## config.mk

```make
export PLATFORM = sky130hd
export DESIGN_NAME = display_pio_sched
export DESIGN_NICKNAME = d
export VERILOG_FILES = /design/src/rtl/display_pio_sched.sv
export SDC_FILE = /design/constraint.sdc
export NUM_CORES = 1
export LEC_CHECK = 0
export CAP_MARGIN = 40
export CELL_PAD_IN_SITES_DETAIL_PLACEMENT = 0
export CELL_PAD_IN_SITES_GLOBAL_PLACEMENT = 1
export CORE_AREA = 2 2 172 191
export CTS_CLUSTER_SIZE = 14
export DETAILED_ROUTE_END_ITERATION = 12
export DIE_AREA = 0 0 174 193
export PLACE_DENSITY = 0.54
export SKIP_CTS_REPAIR_TIMING = 1
export SYNTH_ARGS = -nofsm -noshare
export SYNTH_HDL_FRONTEND = slang
export SYNTH_SLANG_ARGS = --single-unit
```

## constraint.sdc

```tcl
create_clock -name c125 -period 3.2 [get_ports c125]
set_input_delay 0.64 -clock c125 [delete_from_list [all_inputs] [get_ports c125]]
set_output_delay 0.64 -clock c125 [all_outputs]
set_load 0.005 [all_outputs]
```

## src/rtl/display_pio_sched.sv

```systemverilog
// Two-requester PIO write scheduler: round-robin arbitration into a FIFO, one issue per frame on
// slot_sync, plus a frame-sync watchdog. Define DISPLAY_PIO_STRICT_PRIO_EN for A-over-B priority.
module display_pio_sched #(
    parameter int unsigned FIFO_AW     = 4,
    parameter int unsigned SLOT_CYCLES = 100
) (
    input  logic             c125,
    input  logic             rst_n,
    input  logic             a_valid,
    output logic             a_ready,
    input  logic [3:0]       a_addr,
    input  logic [7:0]       a_data,
    input  logic             b_valid,
    output logic             b_ready,
    input  logic [3:0]       b_addr,
    input  logic [7:0]       b_data,
    input  logic             slot_sync,
    input  logic             fifostat,
    output logic             wvalid,
    output logic [3:0]       waddr,
    output logic [7:0]       wdata,
    output logic [FIFO_AW:0] level,
    output logic             sync_lost,
    input  logic             clr
);

    localparam int unsigned DEPTH    = 1 << FIFO_AW;
    localparam int unsigned WD_LIMIT = 2 * SLOT_CYCLES;
    localparam int unsigned WD_W     = $clog2(WD_LIMIT + 1);

    localparam logic [FIFO_AW:0]   LVL_FULL = (FIFO_AW + 1)'(DEPTH);
    localparam logic [FIFO_AW:0]   LVL_ONE  = (FIFO_AW + 1)'(1);
    localparam logic [FIFO_AW-1:0] PTR_ONE  = FIFO_AW'(1);
    localparam logic [WD_W-1:0]    WD_MAX   = WD_W'(WD_LIMIT);
    localparam logic [WD_W-1:0]    WD_PRE   = WD_W'(WD_LIMIT - 1);
    localparam logic [WD_W-1:0]    WD_ONE   = WD_W'(1);

    logic [11:0]        r_mem [DEPTH];
    logic [FIFO_AW-1:0] r_wptr;
    logic [FIFO_AW-1:0] r_rptr;
    logic [FIFO_AW:0]   r_level;
    logic [WD_W-1:0]    r_wd_cnt;
    logic               r_sync_lost;
    logic               r_wvalid;
    logic [3:0]         r_waddr;
    logic [7:0]         r_wdata;

    logic               w_full;
    logic               w_empty;
    logic               w_issue;
    logic               w_space;
    logic               w_grant_a;
    logic               w_grant_b;
    logic               w_accept_a;
    logic               w_accept_b;
    logic               w_push;
    logic [11:0]        w_wentry;

    assign w_full  = (r_level == LVL_FULL);
    assign w_empty = (r_level == '0);

    // Read decision is combinational so the dequeue frees a slot on the same edge.
    assign w_issue = slot_sync & ~w_empty & ~fifostat & ~r_sync_lost & ~clr;
    assign w_space = ~w_full | w_issue;

`ifdef DISPLAY_PIO_STRICT_PRIO_EN
    always_comb begin
        w_grant_a = a_valid;
        w_grant_b = b_valid & ~a_valid;
    end
`else
    // r_ptr_b = 1 means B is preferred when both requesters are valid.
    logic r_ptr_b;

    always_comb begin
        w_grant_a = a_valid;
        w_grant_b = b_valid;
        if (a_valid && b_valid) begin
            w_grant_a = ~r_ptr_b;
            w_grant_b = r_ptr_b;
        end
    end

    always_ff @(posedge c125 or negedge rst_n) begin
        if (!rst_n) begin
            r_ptr_b <= 1'b0;
        end else if (clr) begin
            r_ptr_b <= 1'b0;
        end else if (w_accept_a) begin
            r_ptr_b <= 1'b1;
        end else if (w_accept_b) begin
            r_ptr_b <= 1'b0;
        end
    end
`endif

    // rst_n gates ready so nothing is acknowledged while reset is held.
    assign w_accept_a = w_grant_a & w_space & ~clr & rst_n;
    assign w_accept_b = w_grant_b & w_space & ~clr & rst_n;
    assign w_push     = w_accept_a | w_accept_b;
    assign w_wentry   = w_accept_a ? {a_addr, a_data} : {b_addr, b_data};

    always_ff @(posedge c125) begin
        if (w_push) begin
            r_mem[r_wptr] <= w_wentry;
        end
    end

    always_ff @(posedge c125 or negedge rst_n) begin
        if (!rst_n) begin
            r_wptr  <= '0;
            r_rptr  <= '0;
            r_level <= '0;
        end else if (clr) begin
            r_wptr  <= '0;
            r_rptr  <= '0;
            r_level <= '0;
        end else begin
            if (w_push) begin
                r_wptr <= r_wptr + PTR_ONE;
            end
            if (w_issue) begin
                r_rptr <= r_rptr + PTR_ONE;
            end
            unique case ({w_push, w_issue})
                2'b10:   r_level <= r_level + LVL_ONE;
                2'b01:   r_level <= r_level - LVL_ONE;
                default: r_level <= r_level;
            endcase
        end
    end

    always_ff @(posedge c125 or negedge rst_n) begin
        if (!rst_n) begin
            r_wvalid <= 1'b0;
            r_waddr  <= '0;
            r_wdata  <= '0;
        end else begin
            r_wvalid <= w_issue;
            if (w_issue) begin
                {r_waddr, r_wdata} <= r_mem[r_rptr];
            end
        end
    end

    // Counter saturates at the limit; sync_lost is sticky until clr.
    always_ff @(posedge c125 or negedge rst_n) begin
        if (!rst_n) begin
            r_wd_cnt    <= '0;
            r_sync_lost <= 1'b0;
        end else if (clr) begin
            r_wd_cnt    <= '0;
            r_sync_lost <= 1'b0;
        end else if (slot_sync) begin
            r_wd_cnt <= '0;
        end else if (r_wd_cnt != WD_MAX) begin
            r_wd_cnt <= r_wd_cnt + WD_ONE;
            if (r_wd_cnt == WD_PRE) begin
                r_sync_lost <= 1'b1;
            end
        end
    end

    assign a_ready   = w_accept_a;
    assign b_ready   = w_accept_b;
    assign wvalid    = r_wvalid;
    assign waddr     = r_waddr;
    assign wdata     = r_wdata;
    assign level     = r_level;
    assign sync_lost = r_sync_lost;

endmodule
```

==> impl_metrics.ini, run 1 <==
[setup_path]
worst-path-max-fanout = 3
critPathRequiredTime_ps = 2560
critPathKind = in -> out
start_kind = primary input
rr_worst_depth = 10
cpMaxStageDelayCell = clkdlybuf4s50_1
path_common_cell = clkdlybuf4s50_1
setup.worst_path.end_class = output pin
worstPathArrival_ps = 2450
cpPeakStageDelay_ps = 510
path_cells = clkdlybuf4s50_1 -> or3b_4 -> nand3_1 -> nand3_4 -> inv_1 -> clkdlybuf4s50_1

[route]
dr.pass1.iters = 5
drtIter0Drc = 311
routed_wl_mm = 21.5
drc = 0
viasPerCell = 4.66
postRouteAntennaNets = 0
post_drt_wl_per_cell_um = 20.4
via_count = 4908

[clocking]
root_buffer = clkbuf_16
clk_latency_ps = 550
clk_path_buf_depth = 3
clkTransAtPathRegs_ps = 60
numCtsBuffers = 26
cts_tree = built
htreeDepth = 1
numClockSinks = 228

[sta]
fmax_ghz = 0.324
final_hold_viol_count = 0
fin_crit_ps = 3090
slew_viol_final = 0
hold_ws_ps = 255
timing.final.crit_share = 0.965
skew_ps = 31.2
slew_headroom = 0.630
rsz0062_at_grt = false
finalSetupViolCount = 0
tightest_slew_ps = 555

[power]
ir_worst_vdd_mv = 0.446
power_density_nw_per_um2 = 601
leakage_nw = 3.90
power.total_w = 0.00704

[final_layout]
stdcell_count = 1053
drive_gt1_frac = 0.260
final_cell_area_um2 = 11700
diodes = 0
final_cell_mix = edfxtp_1, clkdlybuf4s50_1, mux4_2
fill_cells = 3034
final_common_cell = edfxtp_1
area_growth_pct = 24.7
nNetsFinal = 650
post-route-util = 0.369

[grt]
grt_max_degree = 51
antenna_found_initial = 0
grt_pass1_wl_mm = 32.9
grt_pass1_vias = 5249
overflow = 0
grt_use_total = 0.131

[yosys]
synth_nets = 557
async_reset_ff_frac = 0.158
synth_area_um2 = 9390
synth_edf_count = 192
synth_cell_types = 46
synthCells = 515
synth.avg_cell_area_um2 = 18.2
yosysWarnings = 0
yosysSeqAreaShare = 0.710
ys.flop_type = edfxtp_1
synth-seq-cells = 228

[die]
dieArea_um2 = 33600
coreArea_um2 = 31800
dieWidth_um = 174
io_pins = 52
num_rows = 69
initial_core_util = 0.296
die_h_um = 193

[place]
gp_congestion = 0.761
place_inst = 1006
placed_cell_area_um2 = 10800
dp_hpwl_mm = 13.8
port_buffers = 51

[min_path]
hp-class = in -> async

[job]
max-cap-violations = 0

[outcome]
status = complete, no violations
-- cell usage after synthesis, types with 3 or more instances --
cell type / instances / area (um2)
clkbuf_1: 11 / 41.3
nor3_1: 11 / 55.1
nand2_1: 22 / 82.6
or3_1: 4 / 25.0
a21oi_1: 10 / 50.1
ha_1: 10 / 125
buf_4: 3 / 22.5
or2_2: 3 / 18.8
mux2_2: 12 / 135
mux4_2: 48 / 1080
nor2_1: 29 / 109
dfrtp_1: 36 / 901
edfxtp_1: 192 / 5770
buf_2: 7 / 35.0
inv_1: 15 / 56.3
o221ai_1: 12 / 105
xor2_1: 8 / 70.1
xnor2_1: 3 / 26.3
mux2i_1: 30 / 300
and2_1: 4 / 25.0
buf_1: 3 / 11.3
nand3_1: 11 / 55.1
-- path summary, 6_finish.rpt --
kind | startpoint | endpoint | slack (ps)
max | slot_sync | a_ready | 110
min | rst_n | wdata[7] | 250
max reg2reg | level[0] | level[4] | 400
min reg2reg | waddr[3] | waddr[3] | 490
max in group asynchronous | rst_n | r_rptr[1] | 2500
min in group c125 | waddr[3] | waddr[3] | 490
-- cells by family after synthesis --
group,after synthesis,share of synthesized area
flip-flops,228,0.710
AO/OA/AOI/OAI,34,0.0290
buffers and inverters,40,0.0183
multiplexers,90,0.161
adder cells (fa/ha/maj),11,0.0155
AND/OR/NAND/NOR,101,0.0557
XOR/XNOR,11,0.0103
-- registers in the layout (all words and copies together), names as in the netlist --
register,flops
r_ptr_b,1
r_mem,192
wdata,8
waddr,4
r_wd_cnt,8
level,5
wvalid,1
sync_lost,1
r_rptr,4
r_wptr,4
-- worst max-delay path, delay by kind of cell --
kind | cells | cell delay (ps)
buffers and inverters | 3 | 1100
and+or+nand+nor | 3 | 710
-- report_power, final --
| part | switching [W] | internal [W] | total, W |
|---|---|---|---|
| registers | 0.0000922 | 0.00334 | 0.00343 |
| logic | 0.000317 | 0.000347 | 0.000665 |
| clock network | 0.00118 | 0.00176 | 0.00294 |
| total | 0.00159 | 0.00544 | 0.00704 |
-- routing by layer --
| layer | part of all wire | track usage | wire (um) | up-vias |
|---|---|---|---|---|
| met5 | 0 | 0 | 0 | - |
| met4 | 0.021 | 0.0307 | 442 | 0 |
| met3 | 0.039 | 0.0208 | 842 | 31 |
| met2 | 0.51 | 0.234 | 11000 | 102 |
| met1 | 0.43 | 0.168 | 9220 | 2555 |
| li1 | - | - | - | 2220 |
-- layout make-up --
class / instances / area [um2] / area share
Sequential cell: 228 / 6670 / 0.570
Multi-Input combinational cell: 247 / 2610 / 0.223
Timing Repair Buffer: 90 / 976 / 0.0834
Clock buffer: 36 / 728 / 0.0622
Tap cell: 426 / 533 / 0.0455
Clock inverter: 11 / 136 / 0.0116
Inverter: 15 / 56.3 / 0.00481
-- stage by stage --
| stage | TNS (ps) | setup slack [ps] |
|---|---|---|
| final | 0 | 112 |
| after global routing | 0 | 17.7 |
| after CTS | -66.2 | -66.2 |
| after detailed placement | -56.9 | -38.5 |
| after global placement | -23.8 | -23.8 |
| after floorplan | 0 | 300 |
(Power assumes the default switching activity.)
==> run 2: changes to the inputs <==
--- a/config.mk
+++ b/config.mk
@@ -8,11 +8,11 @@
 export CAP_MARGIN = 40
 export CELL_PAD_IN_SITES_DETAIL_PLACEMENT = 0
 export CELL_PAD_IN_SITES_GLOBAL_PLACEMENT = 1
-export CORE_AREA = 2 2 172 191
+export CORE_AREA = 2 2 132 146
 export CTS_CLUSTER_SIZE = 14
 export DETAILED_ROUTE_END_ITERATION = 12
-export DIE_AREA = 0 0 174 193
-export PLACE_DENSITY = 0.54
+export DIE_AREA = 0 0 134 148
+export PLACE_DENSITY = 0.82
 export SKIP_CTS_REPAIR_TIMING = 1
 export SYNTH_ARGS = -nofsm -noshare
 export SYNTH_HDL_FRONTEND = slang
==> run 2 against run 1 <==
  * Worst hold slack better by 20 ps
  * Die area is 41% lower
  * Final area down 4.1%
  * Sequential power is essentially flat
  * Clock skew decreased by 18 ps
  * First-iteration DRC count grew 16%
  * Final cell count fell by 17%
  * Via count up 0.71%
  * Count of clock-buffer cells in the layout decreased by 5
  * Critical path depth did not move
  * Wire length fell by 11%
  * Core utilization increased by 25 points
==> impl_metrics.ini, run 2 (synthesis results as in run 1) <==
[clocking]
clk_path_buf_depth = 3
clk_latency_ps = 500
clkTransAtPathRegs_ps = 60
numClockSinks = 228
root_buffer = clkbuf_16
cts_tree = built
htreeDepth = 1
numCtsBuffers = 23

[job]
max-cap-violations = 0

[route]
viasPerCell = 5.68
routed_wl_mm = 19.2
dr.pass1.iters = 5
via_count = 4943
drc = 0
post_drt_wl_per_cell_um = 22.0
postRouteAntennaNets = 0
drtIter0Drc = 361

[sta]
timing.final.crit_share = 0.971
fmax_ghz = 0.322
finalSetupViolCount = 0
final_hold_viol_count = 0
rsz0062_at_grt = false
slew_headroom = 0.633
slew_viol_final = 0
hold_ws_ps = 274
tightest_slew_ps = 549
skew_ps = 12.7
fin_crit_ps = 3110

[setup_path]
worst-path-max-fanout = 3
worstPathArrival_ps = 2470
setup.worst_path.end_class = output pin
start_kind = primary input
rr_worst_depth = 10
critPathRequiredTime_ps = 2560
critPathKind = in -> out

[die]
dieArea_um2 = 19800
dieWidth_um = 134
io_pins = 52
num_rows = 52
coreArea_um2 = 18300
initial_core_util = 0.514
die_h_um = 148

[grt]
grt_pass1_vias = 5358
overflow = 0
grt_pass1_wl_mm = 30.1
antenna_found_initial = 0
grt_max_degree = 38
grt_use_total = 0.201

[final_layout]
regMostFlops = r_mem
nNetsFinal = 655
largest_reg_flops = 192
area_growth_pct = 19.6
final_cell_mix = edfxtp_1, clkdlybuf4s50_1, mux4_2
final_common_cell = edfxtp_1
diodes = 0
drive_gt1_frac = 0.263

[min_path]
hp-class = in -> async

[place]
port_buffers = 51
gp_congestion = 0.829
dp_hpwl_mm = 12.8

[power]
ir_worst_vdd_mv = 0.395
power_density_nw_per_um2 = 594
leakage_nw = 3.82
power.total_w = 0.00668

[outcome]
status = complete, no violations
run 2: cell types whose count changed in the layout (fill, tap and decap cells not counted), sizes merged:
cell	previous run	this run
clkdlybuf4s50	49	50
clkbuf	36	31
dlymetal6s2s	1	0
buf	40	48
clkinv	7	5
run 2: worst paths after layout:
kind,startpoint,end,slack [ps]
max in group asynchronous,rst_n,r_rptr[1],2530
setup reg to reg,level[1],level[4],410
min in group c125,waddr[2],waddr[2],490
setup / recovery,slot_sync,a_ready,90
hold / removal,rst_n,level[4],270
hold reg to reg,waddr[2],waddr[2],490
run 2: report_power, final:
part | switching, W | total (W) | internal, W
combinational | 0.000332 | 0.000679 | 0.000347
sequential | 0.0000894 | 0.00343 | 0.00334
clock | 0.00104 | 0.00257 | 0.00153
run 2: critical path, stage by stage:
cell	delay, ps
clkdlybuf4s50_1	500
or3b_4	400
nand3_1	150
nand3_2	170
inv_1	100
clkdlybuf4s50_1	500
run 2: layout make-up:
cell class | instances | area, um2
fill | 1293 | 7050
sequential | 228 | 6670
multi-input combinational | 247 | 2600
timing repair buffer | 98 | 871
clock buffer | 31 | 626
tap | 243 | 304
clock inverter | 9 | 101
inverter | 15 | 56.3
run 2: stage by stage:
stage	util	instances	worst slack [ps]	setup TNS (ps)	area [um2]
after floorplan	-	515	300	0	9390
after global placement	0.573	830	63.6	0	10500
after detailed placement	0.574	831	-12.1	-12.1	10500
after CTS	0.614	871	32.4	0	11200
after global routing	0.614	871	30.2	0	11200
final	0.614	871	92.1	0	11200
run 2: metal layers:
metal | wire [um] | track usage | up-vias
li1 | - | - | 2222
met1 | 7980 | 0.270 | 2552
met2 | 9870 | 0.354 | 140
met3 | 1010 | 0.0271 | 29
met4 | 330 | 0.0452 | 0
met5 | 0 | 0 | -
==> run 3: changes to the inputs <==
--- a/config.mk
+++ b/config.mk
@@ -14,6 +14,7 @@
 export DIE_AREA = 0 0 134 148
 export PLACE_DENSITY = 0.82
 export SKIP_CTS_REPAIR_TIMING = 1
+export SLEW_MARGIN = 5
 export SYNTH_ARGS = -nofsm -noshare
 export SYNTH_HDL_FRONTEND = slang
 export SYNTH_SLANG_ARGS = --single-unit
==> results of run 3 <==
Same layout as run 2: the final DEF is identical, and so are final timing and power.
